### config.mk
export PLATFORM = sky130hd
export DESIGN_NAME = hbridge_seq
export DESIGN_NICKNAME = d
export VERILOG_FILES = /design/src/rtl/hbridge_pkg.sv /design/src/rtl/hbridge_deadtime.sv /design/src/rtl/hbridge_seq.sv
export SDC_FILE = /design/constraint.sdc
export NUM_CORES = 1
export LEC_CHECK = 0
export ABC_AREA = 1
export CAP_MARGIN = 20
export CORE_MARGIN = 2
export CORE_UTILIZATION = 59
export DETAILED_ROUTE_END_ITERATION = 8
export GPL_TIMING_DRIVEN = 0
export PLACE_DENSITY = 0.82
export SYNTH_ARGS = -nofsm -noshare
export SYNTH_HDL_FRONTEND = slang
export SYNTH_SLANG_ARGS = --single-unit
export TNS_END_PERCENT = 30
### constraint.sdc
create_clock -name clk -period 3.1 [get_ports clk]
set_input_delay 0.775 -clock clk [delete_from_list [all_inputs] [get_ports clk]]
set_output_delay 0.775 -clock clk [all_outputs]
set_load 0.01 [all_outputs]
### src/rtl/hbridge_pkg.sv
// ----------------------------------------------------------------------------
// hbridge_pkg: shared command codes, state encodings and switch patterns. Rev 1.0
// ----------------------------------------------------------------------------
`default_nettype none

package hbridge_pkg;

    typedef enum logic [2:0] {
        CMD_PAUSE    = 3'd0,
        CMD_PLUS     = 3'd1,
        CMD_MINUS    = 3'd2,
        CMD_BAL_P    = 3'd3,
        CMD_BAL_N    = 3'd4,
        CMD_START    = 3'd5,
        CMD_SHUTDOWN = 3'd6,
        CMD_DISCH    = 3'd7
    } cmd_t;

    // IDLE and S_IDLE must stay at encoding 0: the record reset relies on it.
    typedef enum logic [2:0] {
        IDLE  = 3'd0,
        PAUSE = 3'd1,
        START = 3'd2,
        DIS0  = 3'd3,
        DIS1  = 3'd4,
        DIS2  = 3'd5,
        DIS3  = 3'd6,
        ERROR = 3'd7
    } dec_state_t;

    typedef enum logic [1:0] {
        S_IDLE   = 2'd0,
        S_PRECHG = 2'd1,
        S_SETTLE = 2'd2
    } seq_state_t;

    typedef struct packed {
        logic [3:0] top;
        logic [3:0] bot;
        logic       plus;
        logic       minus;
        logic       pause_p;
        logic       pause_n;
    } drive_t;

    localparam drive_t DRV_OFF     = '0;
    localparam drive_t DRV_PLUS    = '{4'b0001, 4'b0010, 1'b1, 1'b0, 1'b0, 1'b0};
    localparam drive_t DRV_MINUS   = '{4'b0010, 4'b0001, 1'b0, 1'b1, 1'b0, 1'b0};
    localparam drive_t DRV_BAL_P   = '{4'b0100, 4'b1000, 1'b0, 1'b0, 1'b1, 1'b0};
    localparam drive_t DRV_BAL_N   = '{4'b1000, 4'b0100, 1'b0, 1'b0, 1'b0, 1'b1};
    // Second discharge path uses the TOP3/BOT4 leg but reports it as o_plus.
    localparam drive_t DRV_DISCH_B = '{4'b0100, 4'b1000, 1'b1, 1'b0, 1'b0, 1'b0};

    function automatic drive_t drive_for(input cmd_t c);
        case (c)
            CMD_PLUS:  return DRV_PLUS;
            CMD_MINUS: return DRV_MINUS;
            CMD_BAL_P: return DRV_BAL_P;
            CMD_BAL_N: return DRV_BAL_N;
            default:   return DRV_OFF;
        endcase
    endfunction

endpackage

`default_nettype wire

### src/rtl/hbridge_deadtime.sv
// ----------------------------------------------------------------------------
// hbridge_deadtime: holds a new switch pattern off for DEADTIME_CYC cycles. Rev 1.0
// ----------------------------------------------------------------------------
`default_nettype none

module hbridge_deadtime
    import hbridge_pkg::*;
#(
    parameter int DEADTIME_CYC = 50
) (
    input  logic   clk,
    input  logic   rst,
    input  logic   req_valid,
    input  drive_t req,
    input  logic   cancel,
    output drive_t drv,
    output logic   busy
);

    localparam int CW = (DEADTIME_CYC > 1) ? $clog2(DEADTIME_CYC) : 1;
    localparam logic [CW-1:0] CNT_LOAD = (DEADTIME_CYC > 0) ? CW'(DEADTIME_CYC - 1) : '0;

    drive_t        drv_q;
    drive_t        pend;
    logic          busy_q;
    logic [CW-1:0] cnt;
    logic          need_gap;

    assign need_gap = (DEADTIME_CYC != 0) && ({drv_q.top, drv_q.bot} != 8'h00) && (req != drv_q);

    always_ff @(posedge clk) begin
        if (rst) begin
            drv_q  <= DRV_OFF;
            pend   <= DRV_OFF;
            busy_q <= 1'b0;
            cnt    <= '0;
        end else if (cancel) begin
            drv_q  <= DRV_OFF;
            pend   <= DRV_OFF;
            busy_q <= 1'b0;
            cnt    <= '0;
        end else if (busy_q) begin
            // A newer request only replaces what is pending; the gap keeps counting.
            if (req_valid) begin
                pend <= req;
            end
            if (cnt == '0) begin
                drv_q  <= req_valid ? req : pend;
                busy_q <= 1'b0;
            end else begin
                cnt <= cnt - 1'b1;
            end
        end else if (req_valid) begin
            if (need_gap) begin
                drv_q  <= DRV_OFF;
                pend   <= req;
                busy_q <= 1'b1;
                cnt    <= CNT_LOAD;
            end else begin
                drv_q <= req;
            end
        end
    end

    assign drv  = drv_q;
    assign busy = busy_q;

endmodule

`default_nettype wire

### src/rtl/hbridge_seq.sv
// ----------------------------------------------------------------------------
// hbridge_seq: frame decoder, precharge/start sequencer and fault latch. Rev 1.0
// ----------------------------------------------------------------------------
`default_nettype none

module hbridge_seq
    import hbridge_pkg::*;
#(
    parameter int FREQ          = 50000000,
    parameter int T_PRECHARGE_S = 15,
    parameter int T_SETTLE_S    = 1,
    parameter int DEADTIME_CYC  = 50,
    parameter int NUM_ERR       = 8
) (
    input  logic               clk,
    input  logic               rst,
    input  logic               bus_clk,
    input  logic [2:0]         bus,
    input  logic [NUM_ERR-1:0] err,
    output logic [3:0]         top,
    output logic [3:0]         bot,
    output logic               o_plus,
    output logic               o_minus,
    output logic               o_pause_p,
    output logic               o_pause_n,
    output logic               o_st,
    output logic               o_ch,
    output logic               o_fan,
    output logic               o_break,
    output logic [NUM_ERR-1:0] err_latched,
    output logic               deadtime,
    output logic               idle
);

    localparam int T_MAX_S = (T_PRECHARGE_S > T_SETTLE_S) ? T_PRECHARGE_S : T_SETTLE_S;
    localparam int TMAX    = FREQ * T_MAX_S;
    localparam int TW      = (TMAX > 0) ? $clog2(TMAX + 1) : 1;
    localparam logic [TW-1:0] PRE_LOAD = TW'(FREQ * T_PRECHARGE_S);
    localparam logic [TW-1:0] SET_LOAD = TW'(FREQ * T_SETTLE_S);

    typedef struct packed {
        dec_state_t         dec;
        seq_state_t         seq;
        logic [TW-1:0]      tmr;
        logic               st;
        logic               ch;
        logic               fan;
        logic               brk;
        logic [NUM_ERR-1:0] el;
        logic               bclk_q;
        logic               idle;
    } rec_t;

    rec_t          r;
    rec_t          nx;
    cmd_t          code;
    logic          bus_fall;
    logic          seq_busy;
    logic          run_ok;
    logic [TW-1:0] tmr_next;
    logic          req_valid;
    drive_t        req;
    logic          cancel;
    drive_t        drv;
    logic          dt_busy;

    always_comb begin
        nx        = r;
        req_valid = 1'b0;
        req       = DRV_OFF;
        cancel    = 1'b0;
        code      = cmd_t'(bus);
        bus_fall  = r.bclk_q & ~bus_clk;
        seq_busy  = (r.seq != S_IDLE);
        run_ok    = r.st & ~r.ch & ~seq_busy;
        tmr_next  = (r.tmr == '0) ? '0 : r.tmr - 1'b1;

        nx.bclk_q = bus_clk;
        nx.el     = r.el | err;
        nx.tmr    = tmr_next;

        // Stage ends in the same cycle the countdown lands on zero.
        case (r.seq)
            S_PRECHG: begin
                if (tmr_next == '0) begin
                    nx.st  = 1'b1;
                    nx.tmr = SET_LOAD;
                    nx.seq = S_SETTLE;
                end
            end
            S_SETTLE: begin
                if (tmr_next == '0) begin
                    nx.ch  = 1'b0;
                    nx.seq = S_IDLE;
                end
            end
            default: ;
        endcase

        if (|err) begin
            cancel = 1'b1;
            nx.dec = ERROR;
            nx.seq = S_IDLE;
            nx.tmr = '0;
            nx.st  = 1'b0;
            nx.ch  = 1'b0;
            nx.fan = 1'b1;
            nx.brk = 1'b1;
        end else if (bus_fall) begin
            if (r.dec == ERROR) begin
                if (code == CMD_SHUTDOWN) begin
                    nx.el  = '0;
                    nx.brk = 1'b0;
                    nx.fan = 1'b0;
                    nx.dec = IDLE;
                end
            end else if (code == CMD_SHUTDOWN) begin
                cancel = 1'b1;
                nx.seq = S_IDLE;
                nx.tmr = '0;
                nx.st  = 1'b0;
                nx.ch  = 1'b0;
                nx.fan = 1'b0;
                nx.dec = IDLE;
            end else begin
                nx.dec = IDLE;
                case (r.dec)
                    IDLE: begin
                        case (code)
                            CMD_PAUSE: if (!seq_busy) nx.dec = PAUSE;
                            CMD_START: if (!seq_busy) nx.dec = START;
                            CMD_DISCH: if (!seq_busy) nx.dec = DIS0;
                            default: begin
                                if (run_ok) begin
                                    req_valid = 1'b1;
                                    req       = drive_for(code);
                                end
                            end
                        endcase
                    end
                    PAUSE: if (code == CMD_PAUSE) cancel = 1'b1;
                    START: begin
                        if (code == CMD_PAUSE) begin
                            cancel = 1'b1;
                            nx.fan = 1'b1;
                            nx.ch  = 1'b1;
                            nx.st  = 1'b0;
                            nx.tmr = PRE_LOAD;
                            nx.seq = S_PRECHG;
                        end
                    end
                    DIS0: if (code == CMD_PAUSE) nx.dec = DIS1;
                    DIS1: if (code == CMD_DISCH) nx.dec = DIS2;
                    DIS2: if (code == CMD_PAUSE) nx.dec = DIS3;
                    DIS3: begin
                        if (!r.st && !r.ch && (code == CMD_PLUS || code == CMD_BAL_P)) begin
                            req_valid = 1'b1;
                            req       = (code == CMD_PLUS) ? DRV_PLUS : DRV_DISCH_B;
                        end
                    end
                    default: ;
                endcase
            end
        end

        nx.idle = (nx.dec == IDLE) && (nx.seq == S_IDLE);
    end

    always_ff @(posedge clk) begin
        if (rst) begin
            r <= '0;
        end else begin
            r <= nx;
        end
    end

    hbridge_deadtime #(
        .DEADTIME_CYC(DEADTIME_CYC)
    ) u_deadtime (
        .clk      (clk),
        .rst      (rst),
        .req_valid(req_valid),
        .req      (req),
        .cancel   (cancel),
        .drv      (drv),
        .busy     (dt_busy)
    );

    assign top         = drv.top;
    assign bot         = drv.bot;
    assign o_plus      = drv.plus;
    assign o_minus     = drv.minus;
    assign o_pause_p   = drv.pause_p;
    assign o_pause_n   = drv.pause_n;
    assign o_st        = r.st;
    assign o_ch        = r.ch;
    assign o_fan       = r.fan;
    assign o_break     = r.brk;
    assign err_latched = r.el;
    assign deadtime    = dt_busy;
    assign idle        = r.idle;

endmodule

`default_nettype wire

==> run metrics <==
run status=completed; syn nets=around 780; clock sink count=80; Post-synth EDFFs=0; via count=roughly 5100; Seq cells post-synth=80; HP Class=reg -> reg; DP HPWL=a little over 10 mm; setup TNS=0 ps; VDD IR max=~220 uV; setup repair after global routing missed its margin=yes; clock buffer depth=2; Seq/Total Area, Yosys=between 30% and 40%; Synth Cell Area=roughly 0.0048 mm2; synth warn=0; sequential power share=between 50% and 60%; Inserted Diodes=0; drt via density=approximately 5.6; minimum clock period=~2900 ps; IO Port Bufs=38; drt total wl=13.4 mm; Setup WS post-layout=182 ps; Routed Antenna Nets=0; initial core utilization=about three fifths; worst-path maximum fanout=10; arrival time of the worst setup path=approximately 3200 ps; Sw Share=around 22%; die width=between 90 and 100 um; reg2reg setup slack=about 360 ps; GRT overflow=0; mean post-synth cell area=roughly 6.3 um2; gp weighted congestion=~0.97; Mapped Cells=~760; # setup viols final=0; vias in the first global route=4595; DRT Pass-1 Iters=5; register area=0.00160 mm2; Cell variety after synth=35; share of post-route cells with drive strength above 1=roughly a tenth; Least-Margin Pin Slew=between 600 and 700 ps; Worst setup EP type=register; max frequency=0.343 GHz; cts bufs inserted=9; Initial DRC Count=roughly 470; Worst EP required=between 3000 and 4000 ps; largest net degree at the start of global routing=19; CTS tree=done; Gate power share=roughly 4.8%; Leak Pwr=approximately 2.6 nW; clock root buffer=clkbuf_8; remaining routing DRC violations=0; net switching power=~0.46 mW; Max-slew headroom=about 55%; post-layout util=a little under three quarters; FFs w/ async S/R, synth=0%; WL/cell=between 10 and 15 um; Clk pwr share=44.7%; nets=approximately 830; Fill cells=between 700 and 800; Power Density=370 mW/mm2; Final Power=2.07 mW; Max Transition Viols Final=0; critical path class=in -> reg; pre-CTS setup slack=-521 ps; multi-input logic area=between 0.002 and 0.003 mm2; Area Growth Syn to Fin=16.5%; Clock Skew=between 10 and 15 ps; row cnt=32; die area=approximately 0.009 mm2; # IOs=40; Synth Flop Type=dfxtp_1; Core ar.=a little under 0.008 mm2; Startpoint Class=input pin; clock slew at reported path FFs=~90 ps; Hold WS=between 400 and 500 ps; GRT Overall Usage=between 30% and 40%; # Max-Cap Violations=0; period utilization=between 90% and 100%; Die Span Y=94.2 um; final count of hold timing violations=0; first-pass GRT wire length=around 22 mm; internal power=around 1.6 mW; Skew-Pair Late Insertion Delay=between 300 and 400 ps; antenna violations before repair=0; H-tree lvl count=3
-- kinds of logic (layout without fill, tap and decap cells) --
family,after synthesis,count (layout),synth area share (%)
DFF,80,80,33.4
AOI/OAI and AO/OA,98,98,10.9
xor gates and xnor gates,10,10,1.82
buffers and inverters,113,169,10.2
adders and majority gates,7,7,1.82
and+or+nand+nor,454,454,41.9
-- area by class of cell --
type | count | area share [%]
clock buffer | 12 | 2.95
clock inverter | 4 | 1.34
buffer | 22 | 2.68
sequential | 80 | 28.6
tap | 102 | 2.28
multi-input combinational | 569 | 48.8
timing repair buffer | 41 | 7.20
inverter | 90 | 6.09
-- synthesized netlist by cell type (7+ instances only) --
library cell / count / area, um2
a21oi_1: 54 / 270
buf_4: 9 / 67.6
clkbuf_1: 8 / 30.0
dfxtp_1: 80 / 1600
ha_1: 7 / 87.6
inv_1: 78 / 293
inv_2: 12 / 45.0
nand2_1: 165 / 619
nand2_2: 10 / 62.6
nand3_1: 82 / 410
nand4_1: 13 / 81.3
nor2_1: 153 / 574
o21ai_0: 30 / 150
xor2_1: 10 / 87.6
-- metal layers --
metal | global-route usage [%] | part of all wire (%)
met1 | 44.7 | 43
met5 | 0 | 0
met3 | 5.54 | 11
met4 | 10.4 | 2.0
met2 | 48.3 | 44
-- final timing paths --
path,start,endpoint,depth (start not counted)
worst max-delay path,bus[0],r[17],12
worst min-delay path,err_latched[4],err_latched[4],2
worst max register to register,r[14],r[21],17
worst min register to register,err_latched[4],err_latched[4],2
-- placed cells by master, fill, tap and decap left out, drive strengths merged, types with 10 or more instances in the layout --
cell type,netlist,final
nand2,177,177
buf,14,18
inv,90,90
clkbuf,9,19
nand3,86,86
o21ai,36,36
dfxtp,80,80
a21oi,57,57
nor2,162,162
clkdlybuf4s50,0,38
nand4,13,13
xor2,10,10
-- sequential cells by signal, summed over array words and instances (netlist names), 6 cells and up --
register	cells
r	36
u_deadtime.drv	12
u_deadtime.pend	12
err_latched	8
u_deadtime.cnt	6
-- power by group through the flow --
stage          combinational (mW)  sequential, mW  clock [mW]
3_5_place_dp               0.0961            1.07           0
2_1_floorplan              0.0516            1.07           0
6_report                   0.0983            1.05       0.924
5_1_grt                     0.108            1.05       0.964
3_3_place_gp               0.0941            1.07           0
4_1_cts                    0.0974            1.05       0.930
-- critical path, cell delays in order --
cell and delay [ps]:
clkdlybuf4s50_1 510, inv_1 130, nand2_1 80, nor2_1 260
nand3_1 290, inv_1 140, nor2_1 60, nand2_1 70
nand2_1 70, nand2_1 340, clkbuf_2 340, nor2_1 90
-- what timing repair did --
action                     4_1_cts  5_1_grt
hold buffers                     0        0
setup endpoints to repair       10       28
setup buffers                    0        3
gates resized for setup          2       12
hold endpoints to repair         0        0
pin swaps                        0        2
-- through the flow --
stage                     std cells  area [um2]
after floorplan                 762        4800
final                           920        5590
after detailed placement        902        5310
after CTS                       917        5560
after global routing            920        5590
after global placement          902        5310
(Power assumes the default switching activity.)
